[config.mk]
export PLATFORM = sky130hd
export DESIGN_NAME = wb_uart_lite
export DESIGN_NICKNAME = d
export VERILOG_FILES = /design/src/rtl/uart_lite_pkg.sv /design/src/rtl/uart_lite_rx.sv /design/src/rtl/wb_uart_lite.sv
export SDC_FILE = /design/constraint.sdc
export NUM_CORES = 1
export LEC_CHECK = 0
export BUFFER_PORTS_ARGS = -buffer_cell sky130_fd_sc_hd__buf_2
export CAP_MARGIN = 10
export CORE_MARGIN = 4
export CORE_UTILIZATION = 41
export DETAILED_ROUTE_END_ITERATION = 8
export GPL_ROUTABILITY_DRIVEN = 0
export HOLD_SLACK_MARGIN = 0.06
export PLACE_DENSITY_LB_ADDON = 0.15
export REMOVE_ABC_BUFFERS = 1
export SLEW_MARGIN = 20
export SYNTH_ARGS = -nofsm -noshare
export SYNTH_HDL_FRONTEND = slang
export SYNTH_HIERARCHICAL = 1
export SYNTH_SLANG_ARGS = --single-unit
[constraint.sdc]
create_clock -name wb_clk_i -period 4.32 [get_ports wb_clk_i]
set_clock_uncertainty 0.1 [all_clocks]
set_input_delay 0.216 -clock wb_clk_i [delete_from_list [all_inputs] [get_ports wb_clk_i]]
set_output_delay 0.216 -clock wb_clk_i [all_outputs]
set_load 0.01 [all_outputs]
[src/rtl/uart_lite_pkg.sv]
// uart_lite_pkg
// Shared constants for the wb_uart_lite serial port: register addresses,
// IIR interrupt identification codes, LSR/MCR/LCR bit positions, the 16x
// oversampling constants and the serial frame state type used by TX and RX.
package uart_lite_pkg;

  // Register map (byte addresses)
  localparam logic [2:0] REG_RBR_THR = 3'd0;  // DLL when DLAB=1
  localparam logic [2:0] REG_IER     = 3'd1;  // DLM when DLAB=1
  localparam logic [2:0] REG_IIR_FCR = 3'd2;
  localparam logic [2:0] REG_LCR     = 3'd3;
  localparam logic [2:0] REG_MCR     = 3'd4;
  localparam logic [2:0] REG_LSR     = 3'd5;
  localparam logic [2:0] REG_MSR     = 3'd6;
  localparam logic [2:0] REG_SCR     = 3'd7;

  // IIR[3:0] identification codes, highest priority first
  localparam logic [3:0] IIR_RLS  = 4'b0110;
  localparam logic [3:0] IIR_RDA  = 4'b0100;
  localparam logic [3:0] IIR_THRE = 4'b0010;
  localparam logic [3:0] IIR_NONE = 4'b0001;

  // LSR bit positions
  localparam int LSR_DR   = 0;
  localparam int LSR_OE   = 1;
  localparam int LSR_FE   = 3;
  localparam int LSR_THRE = 5;
  localparam int LSR_TEMT = 6;

  // MCR / LCR bit positions
  localparam int MCR_DTR  = 0;
  localparam int MCR_RTS  = 1;
  localparam int MCR_OUT1 = 2;
  localparam int MCR_OUT2 = 3;
  localparam int MCR_LOOP = 4;
  localparam int LCR_DLAB = 7;

  // 16 baud ticks per bit; the start bit is re-checked on the 8th tick
  localparam int         OVERSAMPLE       = 16;
  localparam logic [3:0] OVERSAMPLE_LAST  = 4'(OVERSAMPLE - 1);
  localparam logic [3:0] START_CHECK_TICK = 4'(OVERSAMPLE / 2 - 1);

  typedef enum logic [1:0] {
    ST_IDLE,
    ST_START,
    ST_DATA,
    ST_STOP
  } serial_state_t;

endpackage

[src/rtl/uart_lite_rx.sv]
// uart_lite_rx
// 8N1 receiver: input synchroniser, falling-edge start detect with mid-bit
// glitch rejection, 16x sampling FSM, receive buffer and DR/OE/FE flags.
// Ports:
//   clk, rst_n      clock, asynchronous active-low reset
//   baud_tick       1-cycle 16x oversample strobe
//   rx_in           raw serial input (already muxed for loopback)
//   rd_rbr, rd_lsr  bus read strobes clearing DR, and OE/FE
//   rbr             received byte
//   dr, oe, fe      data ready, overrun, framing error flags
module uart_lite_rx
  import uart_lite_pkg::*;
#(
  parameter int SYNC_STAGES = 2
) (
  input  logic       clk,
  input  logic       rst_n,
  input  logic       baud_tick,
  input  logic       rx_in,
  input  logic       rd_rbr,
  input  logic       rd_lsr,
  output logic [7:0] rbr,
  output logic       dr,
  output logic       oe,
  output logic       fe
);

  logic [SYNC_STAGES-1:0] sync_reg;
  logic                   rx_s;
  logic                   rx_prev_reg;
  serial_state_t          state_reg, state_next;
  logic [3:0]             tick_cnt_reg, tick_cnt_next;
  logic [2:0]             bit_cnt_reg, bit_cnt_next;
  logic [7:0]             shift_reg, shift_next;
  logic [7:0]             rbr_reg, rbr_next;
  logic                   dr_reg, dr_next, oe_reg, oe_next, fe_reg, fe_next;

  assign rx_s = sync_reg[SYNC_STAGES-1];

  always_ff @(posedge clk or negedge rst_n) begin
    if (!rst_n) begin
      sync_reg     <= '1;
      rx_prev_reg  <= 1'b1;
      state_reg    <= ST_IDLE;
      tick_cnt_reg <= 4'd0;
      bit_cnt_reg  <= 3'd0;
      shift_reg    <= 8'h00;
      rbr_reg      <= 8'h00;
      dr_reg       <= 1'b0;
      oe_reg       <= 1'b0;
      fe_reg       <= 1'b0;
    end else begin
      sync_reg     <= {sync_reg[SYNC_STAGES-2:0], rx_in};
      rx_prev_reg  <= rx_s;
      state_reg    <= state_next;
      tick_cnt_reg <= tick_cnt_next;
      bit_cnt_reg  <= bit_cnt_next;
      shift_reg    <= shift_next;
      rbr_reg      <= rbr_next;
      dr_reg       <= dr_next;
      oe_reg       <= oe_next;
      fe_reg       <= fe_next;
    end
  end

  always_comb begin
    state_next    = state_reg;
    tick_cnt_next = tick_cnt_reg;
    bit_cnt_next  = bit_cnt_reg;
    shift_next    = shift_reg;
    rbr_next      = rbr_reg;
    dr_next       = dr_reg;
    oe_next       = oe_reg;
    fe_next       = fe_reg;
    // Clears come first so that a flag being set in the same cycle wins.
    if (rd_rbr) dr_next = 1'b0;
    if (rd_lsr) begin
      oe_next = 1'b0;
      fe_next = 1'b0;
    end
    case (state_reg)
      ST_IDLE: begin
        if (rx_prev_reg && !rx_s) begin
          tick_cnt_next = 4'd0;
          state_next    = ST_START;
        end
      end
      ST_START: begin
        if (baud_tick) begin
          tick_cnt_next = tick_cnt_reg + 4'd1;
          if (tick_cnt_reg == START_CHECK_TICK) begin
            if (rx_s) begin
              state_next = ST_IDLE;  // line went back high: glitch
            end else begin
              // Realign so later samples land in the middle of each bit.
              tick_cnt_next = 4'd0;
              bit_cnt_next  = 3'd0;
              state_next    = ST_DATA;
            end
          end
        end
      end
      ST_DATA: begin
        if (baud_tick) begin
          tick_cnt_next = tick_cnt_reg + 4'd1;
          if (tick_cnt_reg == OVERSAMPLE_LAST) begin
            shift_next   = {rx_s, shift_reg[7:1]};
            bit_cnt_next = bit_cnt_reg + 3'd1;
            if (bit_cnt_reg == 3'd7) state_next = ST_STOP;
          end
        end
      end
      ST_STOP: begin
        if (baud_tick) begin
          tick_cnt_next = tick_cnt_reg + 4'd1;
          if (tick_cnt_reg == OVERSAMPLE_LAST) begin
            rbr_next = shift_reg;
            dr_next  = 1'b1;
            if (dr_reg) oe_next = 1'b1;
            if (!rx_s)  fe_next = 1'b1;
            state_next = ST_IDLE;
          end
        end
      end
      default: state_next = ST_IDLE;
    endcase
  end

  assign rbr = rbr_reg;
  assign dr  = dr_reg;
  assign oe  = oe_reg;
  assign fe  = fe_reg;

endmodule

[src/rtl/wb_uart_lite.sv]
// wb_uart_lite
// Wishbone slave UART, 16550-style register map with single-byte holding
// registers and a fixed 8N1 frame. Contains the bus interface, register
// bank, baud generator, transmitter, modem logic and interrupt logic; the
// receiver lives in uart_lite_rx.
// Ports:
//   wb_clk_i, wb_rst_i   clock, asynchronous active-low reset
//   wb_adr_i/dat_i/we_i/stb_i/cyc_i, wb_dat_o/ack_o   Wishbone slave
//   int_o                level interrupt request
//   stx_o, srx_i         serial transmit / receive
//   rts_o, dtr_o         modem outputs (inverted MCR bits)
//   cts_i, dsr_i, ri_i, dcd_i   modem inputs, active-low
module wb_uart_lite
  import uart_lite_pkg::*;
#(
  parameter int ADDR_WIDTH  = 3,
  parameter int SYNC_STAGES = 2
) (
  input  logic                  wb_clk_i,
  input  logic                  wb_rst_i,
  input  logic [ADDR_WIDTH-1:0] wb_adr_i,
  input  logic [7:0]            wb_dat_i,
  output logic [7:0]            wb_dat_o,
  input  logic                  wb_we_i,
  input  logic                  wb_stb_i,
  input  logic                  wb_cyc_i,
  output logic                  wb_ack_o,
  output logic                  int_o,
  output logic                  stx_o,
  input  logic                  srx_i,
  output logic                  rts_o,
  input  logic                  cts_i,
  output logic                  dtr_o,
  input  logic                  dsr_i,
  input  logic                  ri_i,
  input  logic                  dcd_i
);

  logic [2:0]  reg_adr;
  logic        ack_reg, int_reg;
  logic [7:0]  dat_o_reg, rd_data;
  logic [3:0]  ier_reg;
  logic [7:0]  lcr_reg, scr_reg, dll_reg, dlm_reg, thr_reg;
  logic [4:0]  mcr_reg;
  logic        thre_reg, temt_reg, thre_pend_reg;
  logic        bus_acc, wr_acc, rd_acc, dlab, loop_en;
  logic        wr_thr, wr_dll, wr_dlm, wr_ier, rd_rbr, rd_lsr, rd_iir;
  logic [15:0] divisor, baud_cnt_reg;
  logic        baud_tick;
  logic [7:0]  lsr, msr, iir, rbr;
  logic [3:0]  iir_id, modem_s;
  logic        rx_dr, rx_oe, rx_fe;

  assign reg_adr = wb_adr_i[2:0];
  assign dlab    = lcr_reg[LCR_DLAB];
  assign loop_en = mcr_reg[MCR_LOOP];

  // One access per request; ack gaps prevent back-to-back acks.
  assign bus_acc = wb_stb_i & wb_cyc_i & ~ack_reg;
  assign wr_acc  = bus_acc & wb_we_i;
  assign rd_acc  = bus_acc & ~wb_we_i;
  assign wr_thr  = wr_acc & (reg_adr == REG_RBR_THR) & ~dlab;
  assign wr_dll  = wr_acc & (reg_adr == REG_RBR_THR) & dlab;
  assign wr_ier  = wr_acc & (reg_adr == REG_IER) & ~dlab;
  assign wr_dlm  = wr_acc & (reg_adr == REG_IER) & dlab;
  assign rd_rbr  = rd_acc & (reg_adr == REG_RBR_THR) & ~dlab;
  assign rd_lsr  = rd_acc & (reg_adr == REG_LSR);
  assign rd_iir  = rd_acc & (reg_adr == REG_IIR_FCR);

  // ---------------- baud generator ----------------
  assign divisor   = {dlm_reg, dll_reg};
  assign baud_tick = (divisor != 16'd0) && (baud_cnt_reg == divisor - 16'd1);

  always_ff @(posedge wb_clk_i or negedge wb_rst_i) begin
    if (!wb_rst_i)                        baud_cnt_reg <= 16'd0;
    else if (wr_dll || wr_dlm || baud_tick) baud_cnt_reg <= 16'd0;
    else if (divisor != 16'd0)            baud_cnt_reg <= baud_cnt_reg + 16'd1;
    else                                  baud_cnt_reg <= 16'd0;
  end

  // ---------------- transmitter ----------------
  serial_state_t tx_state_reg, tx_state_next;
  logic [3:0]    tx_tick_reg, tx_tick_next;
  logic [2:0]    tx_bit_reg, tx_bit_next;
  logic [7:0]    tx_shift_reg, tx_shift_next;
  logic          tx_line_reg, tx_line_next, tx_load, tx_done;

  always_ff @(posedge wb_clk_i or negedge wb_rst_i) begin
    if (!wb_rst_i) begin
      tx_state_reg <= ST_IDLE;
      tx_tick_reg  <= 4'd0;
      tx_bit_reg   <= 3'd0;
      tx_shift_reg <= 8'h00;
      tx_line_reg  <= 1'b1;
    end else begin
      tx_state_reg <= tx_state_next;
      tx_tick_reg  <= tx_tick_next;
      tx_bit_reg   <= tx_bit_next;
      tx_shift_reg <= tx_shift_next;
      tx_line_reg  <= tx_line_next;
    end
  end

  always_comb begin
    tx_state_next = tx_state_reg;
    tx_tick_next  = tx_tick_reg;
    tx_bit_next   = tx_bit_reg;
    tx_shift_next = tx_shift_reg;
    tx_line_next  = tx_line_reg;
    tx_load       = 1'b0;
    tx_done       = 1'b0;
    case (tx_state_reg)
      ST_IDLE: begin
        tx_line_next = 1'b1;
        if (!thre_reg) begin
          tx_load       = 1'b1;
          tx_shift_next = thr_reg;
          tx_line_next  = 1'b0;
          tx_tick_next  = 4'd0;
          tx_state_next = ST_START;
        end
      end
      ST_START: begin
        if (baud_tick) begin
          tx_tick_next = tx_tick_reg + 4'd1;
          if (tx_tick_reg == OVERSAMPLE_LAST) begin
            tx_bit_next   = 3'd0;
            tx_line_next  = tx_shift_reg[0];
            tx_state_next = ST_DATA;
          end
        end
      end
      ST_DATA: begin
        if (baud_tick) begin
          tx_tick_next = tx_tick_reg + 4'd1;
          if (tx_tick_reg == OVERSAMPLE_LAST) begin
            if (tx_bit_reg == 3'd7) begin
              tx_line_next  = 1'b1;
              tx_state_next = ST_STOP;
            end else begin
              tx_shift_next = {1'b0, tx_shift_reg[7:1]};
              tx_line_next  = tx_shift_reg[1];
              tx_bit_next   = tx_bit_reg + 3'd1;
            end
          end
        end
      end
      ST_STOP: begin
        if (baud_tick) begin
          tx_tick_next = tx_tick_reg + 4'd1;
          if (tx_tick_reg == OVERSAMPLE_LAST) begin
            tx_done       = 1'b1;
            tx_state_next = ST_IDLE;
          end
        end
      end
      default: tx_state_next = ST_IDLE;
    endcase
  end

  // ---------------- receiver ----------------
  uart_lite_rx #(
    .SYNC_STAGES(SYNC_STAGES)
  ) u_rx (
    .clk      (wb_clk_i),
    .rst_n    (wb_rst_i),
    .baud_tick(baud_tick),
    .rx_in    (loop_en ? tx_line_reg : srx_i),
    .rd_rbr   (rd_rbr),
    .rd_lsr   (rd_lsr),
    .rbr      (rbr),
    .dr       (rx_dr),
    .oe       (rx_oe),
    .fe       (rx_fe)
  );

  // ---------------- modem inputs ----------------
  logic [3:0] modem_raw;
  assign modem_raw = {dcd_i, ri_i, dsr_i, cts_i};

  for (genvar gi = 0; gi < 4; gi++) begin : g_modem_sync
    logic [SYNC_STAGES-1:0] sync_reg;
    always_ff @(posedge wb_clk_i or negedge wb_rst_i) begin
      if (!wb_rst_i) sync_reg <= '1;
      else           sync_reg <= {sync_reg[SYNC_STAGES-2:0], modem_raw[gi]};
    end
    assign modem_s[gi] = sync_reg[SYNC_STAGES-1];
  end

  assign msr = loop_en ? {mcr_reg[MCR_OUT2], mcr_reg[MCR_OUT1],
                          mcr_reg[MCR_DTR], mcr_reg[MCR_RTS], 4'b0000}
                       : {~modem_s, 4'b0000};

  // ---------------- status / interrupt ----------------
  always_comb begin
    lsr           = 8'h00;
    lsr[LSR_DR]   = rx_dr;
    lsr[LSR_OE]   = rx_oe;
    lsr[LSR_FE]   = rx_fe;
    lsr[LSR_THRE] = thre_reg;
    lsr[LSR_TEMT] = temt_reg;
  end

  always_comb begin
    iir_id = IIR_NONE;
    if (ier_reg[2] && (rx_oe || rx_fe))  iir_id = IIR_RLS;
    else if (ier_reg[0] && rx_dr)        iir_id = IIR_RDA;
    else if (ier_reg[1] && thre_pend_reg) iir_id = IIR_THRE;
  end
  assign iir = {4'b1100, iir_id};

  always_comb begin
    rd_data = 8'h00;
    case (reg_adr)
      REG_RBR_THR: rd_data = dlab ? dll_reg : rbr;
      REG_IER:     rd_data = dlab ? dlm_reg : {4'b0000, ier_reg};
      REG_IIR_FCR: rd_data = iir;
      REG_LCR:     rd_data = lcr_reg;
      REG_MCR:     rd_data = {3'b000, mcr_reg};
      REG_LSR:     rd_data = lsr;
      REG_MSR:     rd_data = msr;
      REG_SCR:     rd_data = scr_reg;
      default:     rd_data = 8'h00;
    endcase
  end

  // ---------------- register bank ----------------
  always_ff @(posedge wb_clk_i or negedge wb_rst_i) begin
    if (!wb_rst_i) begin
      ack_reg       <= 1'b0;
      dat_o_reg     <= 8'h00;
      int_reg       <= 1'b0;
      ier_reg       <= 4'h0;
      lcr_reg       <= 8'h03;
      mcr_reg       <= 5'h00;
      scr_reg       <= 8'h00;
      dll_reg       <= 8'h00;
      dlm_reg       <= 8'h00;
      thr_reg       <= 8'h00;
      thre_reg      <= 1'b1;
      temt_reg      <= 1'b1;
      thre_pend_reg <= 1'b0;
    end else begin
      ack_reg <= bus_acc;
      int_reg <= ~iir_id[0];
      if (rd_acc) dat_o_reg <= rd_data;
      if (wr_acc) begin
        case (reg_adr)
          REG_LCR: lcr_reg <= wb_dat_i;
          REG_MCR: mcr_reg <= wb_dat_i[4:0];
          REG_SCR: scr_reg <= wb_dat_i;
          default: ;
        endcase
      end
      if (wr_ier) ier_reg <= wb_dat_i[3:0];
      if (wr_dll) dll_reg <= wb_dat_i;
      if (wr_dlm) dlm_reg <= wb_dat_i;

      if (tx_load) begin
        thre_reg <= 1'b1;
        temt_reg <= 1'b0;
      end
      if (tx_done && thre_reg) temt_reg <= 1'b1;
      // A THR write landing on the load cycle keeps the new byte pending.
      if (wr_thr) begin
        thr_reg  <= wb_dat_i;
        thre_reg <= 1'b0;
      end

      if (tx_load || (wr_ier && wb_dat_i[1] && !ier_reg[1] && thre_reg))
        thre_pend_reg <= 1'b1;
      if (wr_thr || (rd_iir && iir_id == IIR_THRE))
        thre_pend_reg <= 1'b0;
    end
  end

  assign wb_ack_o = ack_reg;
  assign wb_dat_o = dat_o_reg;
  assign int_o    = int_reg;
  assign stx_o    = loop_en | tx_line_reg;
  assign rts_o    = loop_en | ~mcr_reg[MCR_RTS];
  assign dtr_o    = loop_en | ~mcr_reg[MCR_DTR];

endmodule

==> metrics.yaml, run 1 <==
status:
  outcome: "finished clean"
die:
  start_util: 0.4217
  die_h_um: 142.1
  die_w_um: 142.1
  die-area_sq_um: 20190
  core-area_sq_um: 17480
  ios: 34
  rows: 48
grt:
  gr-usage-all-layers: 0.1893
  overflow: 0
  grt_pass1_wl_um: 30140
  grt_antenna_before_repair: 0
  grt_max_degree: 111
  grt_pass1_vias: 5707
final_layout:
  diodes: 0
  fillers: 1614
  largest_reg_flops: 16
  finalNetCount: 787
  finalNonFillerCells: 991
  drive_gt1_frac: 0.2428
  design_area_sq_um: 8539
  syn2layout_area_growth_pct: 15.85
routing:
  wl_met1_um: 8444
  drt-total-wl_um: 18470
  drtIter0Drc: 388
  via_count: 5606
  viasPerCell: 5.657
  wl_met3_um: 850
  dr_wl_met2_um: 8869
  ant_nets: 0
  wl_per_cell_um: 18.64
  first_pass_iters: 5
  drcViolationCount: 0
  highest_layer: "met4"
timing:
  finalHoldViolations: 0
  slew_violations: 0
  setup_viol: 0
  worst_pin_slew_ns: 0.9209
  period_needed_ns: 4.111
  maxSlewHeadroom: 0.3861
  fmax_mhz: 243.2
  fin_crit_sh: 0.9517
placement:
  place_hpwl_um: 12880
  place_inst: 943
  io_buffers: 33
  placed_area_sq_um: 7732
pwr:
  powerDensity_nw_per_um2: 445.3
  leakagePower_nw: 3.781
  power.total_mw: 3.802
  irDropWorstVdd_mv: 0.2773
clock_network:
  cts_buffers: 17
  path_clk_slew_ns: 0.06
  root_buffer: "clkbuf_16"
  worstSkewPairLatency_ns: 0.42
  cts_sinks: 135
  htreeDepth: 4
  cts_tree: "built"
  cts.path.max_buffers: 2
setup_path:
  critPathArrivalTime_ns: 4.31
  cp_slowest_cell: "or4b_2"
  path_buf_inv: 2
  crit_chain: "inv_1, ha_1, or3b_1, o32a_1, o22a_1, nor3_1, nand3_1, or4b_2, nor2_1, nand4_1, nor3_4, buf_12, mux2_2"
  critPathTopFamily: "simple AND/OR/NAND/NOR gates"
  cp.required_ns: 4.52
  cp-end-kind: "flop"
  crit_type: "reg2reg"
  cpPeakStageDelay_ns: 0.66
  start_kind: "flop"
  crit_fanout: 8
synthesis:
  syn_inst: 715
  ys_top_cells_by_count: "119 x dfrtp_1, 73 x mux2_2, 63 x nand2_1"
  netlist-cell-type-count: 77
  yosysWarnings: 6
  avgSynthCellArea_sq_um: 10.31
  synthArstFlopShare: 1.000
  syn-cell-area_sq_um: 7371
  synth.area.top_cells: "dfrtp_1 40%, mux2_2 11%, dfstp_2 5.7%"
  yosysMostFrequentCell: "dfrtp_1"
  synth_top_area_share: 0.4040
  synth_edf_count: 0
  synth.ff_latch_count: 135
  ys_seq_area_frac: 0.4610
  synthFlopType: "dfrtp_1"
  yosysTopAreaCell: "dfrtp_1"
worst_hold_path:
  hp-class: "in2reg"
flow_run:
  maxCapViolCount: 0
[cells by family (layout without fill, tap and decap cells)]
family,after synthesis,count (layout),synth area share
AND/OR/NAND/NOR,238,238,0.1759
AO/OA/AOI/OAI,142,142,0.1314
flip-flops,135,135,0.4610
multiplexers,81,81,0.1243
buffers and inverters,69,120,0.04142
XOR/XNOR,37,37,0.04397
adder cells (fa/ha/maj),13,13,0.02207
[repair_timing]
item	CTS	global route
resized for setup	0	1
setup buffers	0	1
hold buffers	15	0
setup endpoints to repair	0	18
endpoints found under the hold margin	109	0
[cell usage in the layout, fill, tap and decap left out, drive strengths merged, types with 7 or more instances in the layout]
cell type,instances
nor2b,10
clkbuf,22
a211o,7
and3,8
nor3,13
dlygate4sd3,15
xor2,17
nor2,40
dfrtp,119
nand2,63
xnor2,20
inv,21
nand3,32
ha,13
o21ai,46
nor4,10
mux2,74
dfstp,16
nand2b,14
a21oi,24
buf,51
[metal layers]
| metal | track usage | vias up |
|---|---|---|
| met1 | 0.2583 | 2796 |
| met2 | 0.3011 | 133 |
| met3 | 0.04032 | 24 |
| met4 | 0.06364 | 0 |
| met5 | 0 | - |
| li1 | - | 2653 |
[tightest hold or removal path: stages]
cell     delay, ns
buf_2         0.17
nand2_1       0.08
o21ai_0       0.08
[layout make-up]
class / count / area, sq um / share of cell area
sequential: 135 / 3398 / 0.3979
clock buffer: 21 / 460.4 / 0.05392
inverter: 21 / 78.83 / 0.009231
clock inverter: 11 / 172.7 / 0.02022
tap: 225 / 281.5 / 0.03297
multi-input combinational: 511 / 3669 / 0.4296
timing repair buffer: 67 / 479.2 / 0.05612
[stage by stage]
step,util,setup WS (ns),hold slack [ns],TNS (ns)
finish,0.4886,0.2088,0.08063,0
CTS,0.4873,0.1444,0.06877,0
floorplan,-,0.2620,-0.1796,0
global placement,0.4424,0.3219,0.2222,0
detailed placement,0.4424,0.1605,0.2222,0
global route,0.4886,-0.0003748,0.07687,-0.0003948
[where the power goes]
part           total, mW  switching [mW]  leakage [nW]  internal, mW
combinational      0.625           0.324          1.74         0.302
sequential          1.61           0.186          1.73          1.42
clock               1.57           0.568         0.307         0.999
[worst paths after layout]
path                                             start                          end  slack [ns]  cells after the start
setup / recovery                            dll_reg[0]            u_rx/shift_reg[1]        0.21                     13
hold / removal                             wb_dat_i[2]                   dll_reg[2]        0.08                      3
setup reg to reg                            dll_reg[0]            u_rx/shift_reg[1]        0.21                     13
hold reg to reg            g_modem_sync[1].sync_reg[0]  g_modem_sync[1].sync_reg[1]        0.25                      0
max in group asynchronous                     wb_rst_i              baud_cnt_reg[1]        2.78                      3
min in group asynchronous                     wb_rst_i         u_rx/tick_cnt_reg[3]        0.37                      2
No activity file was read; power rests on OpenSTA's default activity.
==> run 2: changes to the inputs <==
--- a/config.mk
+++ b/config.mk
@@ -7,7 +7,7 @@
 export LEC_CHECK = 0
 export BUFFER_PORTS_ARGS = -buffer_cell sky130_fd_sc_hd__buf_2
 export CAP_MARGIN = 10
-export CORE_MARGIN = 4
+export CORE_MARGIN = 8
 export CORE_UTILIZATION = 41
 export DETAILED_ROUTE_END_ITERATION = 8
 export GPL_ROUTABILITY_DRIVEN = 0
==> run 2 against run 1 <==
Worst hold slack improved by 0.0084 ns; fmax grew 1.8%; critical path depth shrank 1; combinational power decreased by 2%; largest cell class unchanged; largest power group unchanged; highest routed layer unchanged.
==> metrics.yaml, run 2 (synthesis results as in run 1) <==
setup_path:
  cp.required_ns: 4.52  # about the same
  crit_chain: "inv_1, ha_1, or3b_1, o32a_1, o22a_1, nor3_1, nand3_1, or4b_2, nor2_2, nand4_1, nor3_4, mux2_2"
  startpoint: "dll_reg[1]"
  cp_slowest_cell: "or4b_2"
  cpPeakStageDelay_ns: 0.69  # +0.03 ns
  cp-end-kind: "flop"
  start_kind: "flop"
  critPathTopFamily: "simple AND/OR/NAND/NOR gates"
  path_buf_inv: 1  # -1
  r2r_slack_ns: 0.28  # +0.07 ns
  crit_type: "reg2reg"
  r2r-end: "u_rx/shift_reg[0]"
  reg2reg_depth: 12  # -1
  crit_fanout: 8  # unchanged
  critPathArrivalTime_ns: 4.24  # -0.07 ns
  reg2reg_from: "dll_reg[1]"
routing:
  viasPerCell: 5.615  # -0.75%
  wl_met1_um: 8289  # -1.8%
  via_count: 5564  # -0.75%
  drtIter0Drc: 406  # +4.6%
  highest_layer: "met4"
  wl_per_cell_um: 18.25  # -2.1%
  ant_nets: 0  # unchanged
  first_pass_iters: 5  # unchanged
  drcViolationCount: 0  # unchanged
  wl_met3_um: 632  # -26%
  drt-total-wl_um: 18090  # -2.1%
  dr_wl_met2_um: 8772  # -1.1%
worst_hold_path:
  hp-class: "in2reg"
  hold_depth: 3  # unchanged
  worstHoldEndpoint: "dll_reg[1]"
  hold_start: "wb_dat_i[1]"
placement:
  place_hpwl_um: 12880  # about the same
  place_inst: 944  # +0.11%
  io_buffers: 33  # unchanged
clock_network:
  path_clk_slew_ns: 0.06  # about the same
  htreeDepth: 4  # unchanged
  root_buffer: "clkbuf_16"
  cts_sinks: 135  # unchanged
  cts.path.max_buffers: 2  # unchanged
  cts_tree: "built"
  worstSkewPairLatency_ns: 0.42  # about the same
  cts_buffers: 17  # unchanged
grt:
  grt_pass1_vias: 5675  # -0.56%
  grt_max_degree: 106  # -4.5%
  grt_pass1_wl_um: 30060  # -0.28%
  overflow: 0  # unchanged
  gr-usage-all-layers: 0.1701  # -0.01921
  grt_antenna_before_repair: 0  # unchanged
die:
  rows: 49  # +2.1%
  die-area_sq_um: 22520  # +12%
  core-area_sq_um: 17780  # +1.7%
  die_h_um: 150.1  # +5.6%
  die_w_um: 150.1  # +5.6%
  start_util: 0.4146  # -0.007182
  ios: 34  # unchanged
final_layout:
  fillers: 1624  # +0.62%
  mostFrequentLayoutCell: "dfrtp_1"
  syn2layout_area_growth_pct: 15.75  # about the same
  diodes: 0  # unchanged
  finalNetCount: 783  # -0.51%
  largest_reg_flops: 16  # unchanged
  drive_gt1_frac: 0.2428  # about the same
  finalNonFillerCells: 991  # unchanged
  final_cell_mix: "119 x dfrtp_1, 73 x mux2_2, 63 x nand2_1"
pwr:
  power.total_mw: 3.828  # +0.67%
  leakagePower_nw: 3.760  # -0.54%
  irDropWorstVdd_mv: 0.3037  # +9.5%
  powerDensity_nw_per_um2: 448.7  # +0.76%
timing:
  worst_pin_slew_ns: 0.9629  # +0.04204 ns
  setup_viol: 0  # unchanged
  fmax_mhz: 247.6  # +1.8%
  fin_crit_sh: 0.9348  # -0.01682
  maxSlewHeadroom: 0.3581  # -0.02802
  finalHoldViolations: 0  # unchanged
  period_needed_ns: 4.039  # -0.07266 ns
  slew_violations: 0  # unchanged
  holdWs_ns: 0.08906  # +0.008422 ns
  rsz0062_at_grt: "no"
flow_run:
  maxCapViolCount: 0  # unchanged
status:
  outcome: "finished clean"
==> run 2: cell count changes in the layout (fill, tap and decap cells not counted), sizes merged <==
cell,change
clkbuf,-3
inv,+3
clkinv,-2
buf,-3
bufinv,+1
==> run 2: stage by stage <==
| stage | setup TNS (ns) | utilization | setup slack [ns] | instance area, sq um |
|---|---|---|---|---|
| 2_1_floorplan | 0 | - | 0.2620 | 7144 |
| 3_3_place_gp | 0 | 0.4339 | 0.08797 | 7715 |
| 3_5_place_dp | -0.2421 | 0.4339 | -0.04341 | 7715 |
| 4_1_cts | 0 | 0.4793 | 0.1304 | 8522 |
| 5_1_grt | 0 | 0.4799 | 0.02659 | 8532 |
| 6_report | 0 | 0.4799 | 0.2815 | 8532 |
==> run 2: power breakdown <==
part / total, mW / switching (mW) / internal, mW / leakage [nW]
clock: 1.60 / 0.571 / 1.03 / 0.313
combinational: 0.615 / 0.315 / 0.300 / 1.72
sequential: 1.61 / 0.183 / 1.42 / 1.73
total: 3.83 / 1.07 / 2.76 / 3.76
==> run 2: worst max path at each step <==
stage                              endpoint  slack (ns)  cells past startpoint
after floorplan           u_rx/shift_reg[0]        0.26                     12
after global routing      u_rx/shift_reg[3]        0.03                     12
after CTS                       u_rx/rbr[5]        0.13                     12
after detailed placement        u_rx/rbr[5]       -0.04                     12
after global placement          u_rx/rbr[6]        0.09                     12
final                     u_rx/shift_reg[0]        0.28                     12
==> run 2: layer usage <==
metal  vias to the layer above  GRT usage
li1                       2662          -
met1                      2759     0.2192
met2                       115     0.2736
met3                        28    0.03992
met4                         0    0.06197
met5                         -          0
==> run 2: worst min-delay path: stages <==
cell	delay, ns
buf_2	0.18
nand2_1	0.08
o21ai_0	0.07
==> run 2: cell type report <==
type | count | area [sq um] | area share
well taps | 229 | 286.5 | 0.03358
repair buffers | 63 | 434.2 | 0.05089
multi-input cells | 511 | 3682 | 0.4316
clock buffers | 19 | 432.9 | 0.05074
flip-flops and latches | 135 | 3398 | 0.3983
inverters | 21 | 78.83 | 0.009239
clock inverters | 13 | 219.0 | 0.02566
==> run 2: repair_timing <==
item	in CTS	in global routing
cloned	0	0
endpoints found under the setup margin	11	18
buffers inserted	0	0
endpoints found under the hold margin	114	0
gates resized for setup	1	2
hold buffers	15	0
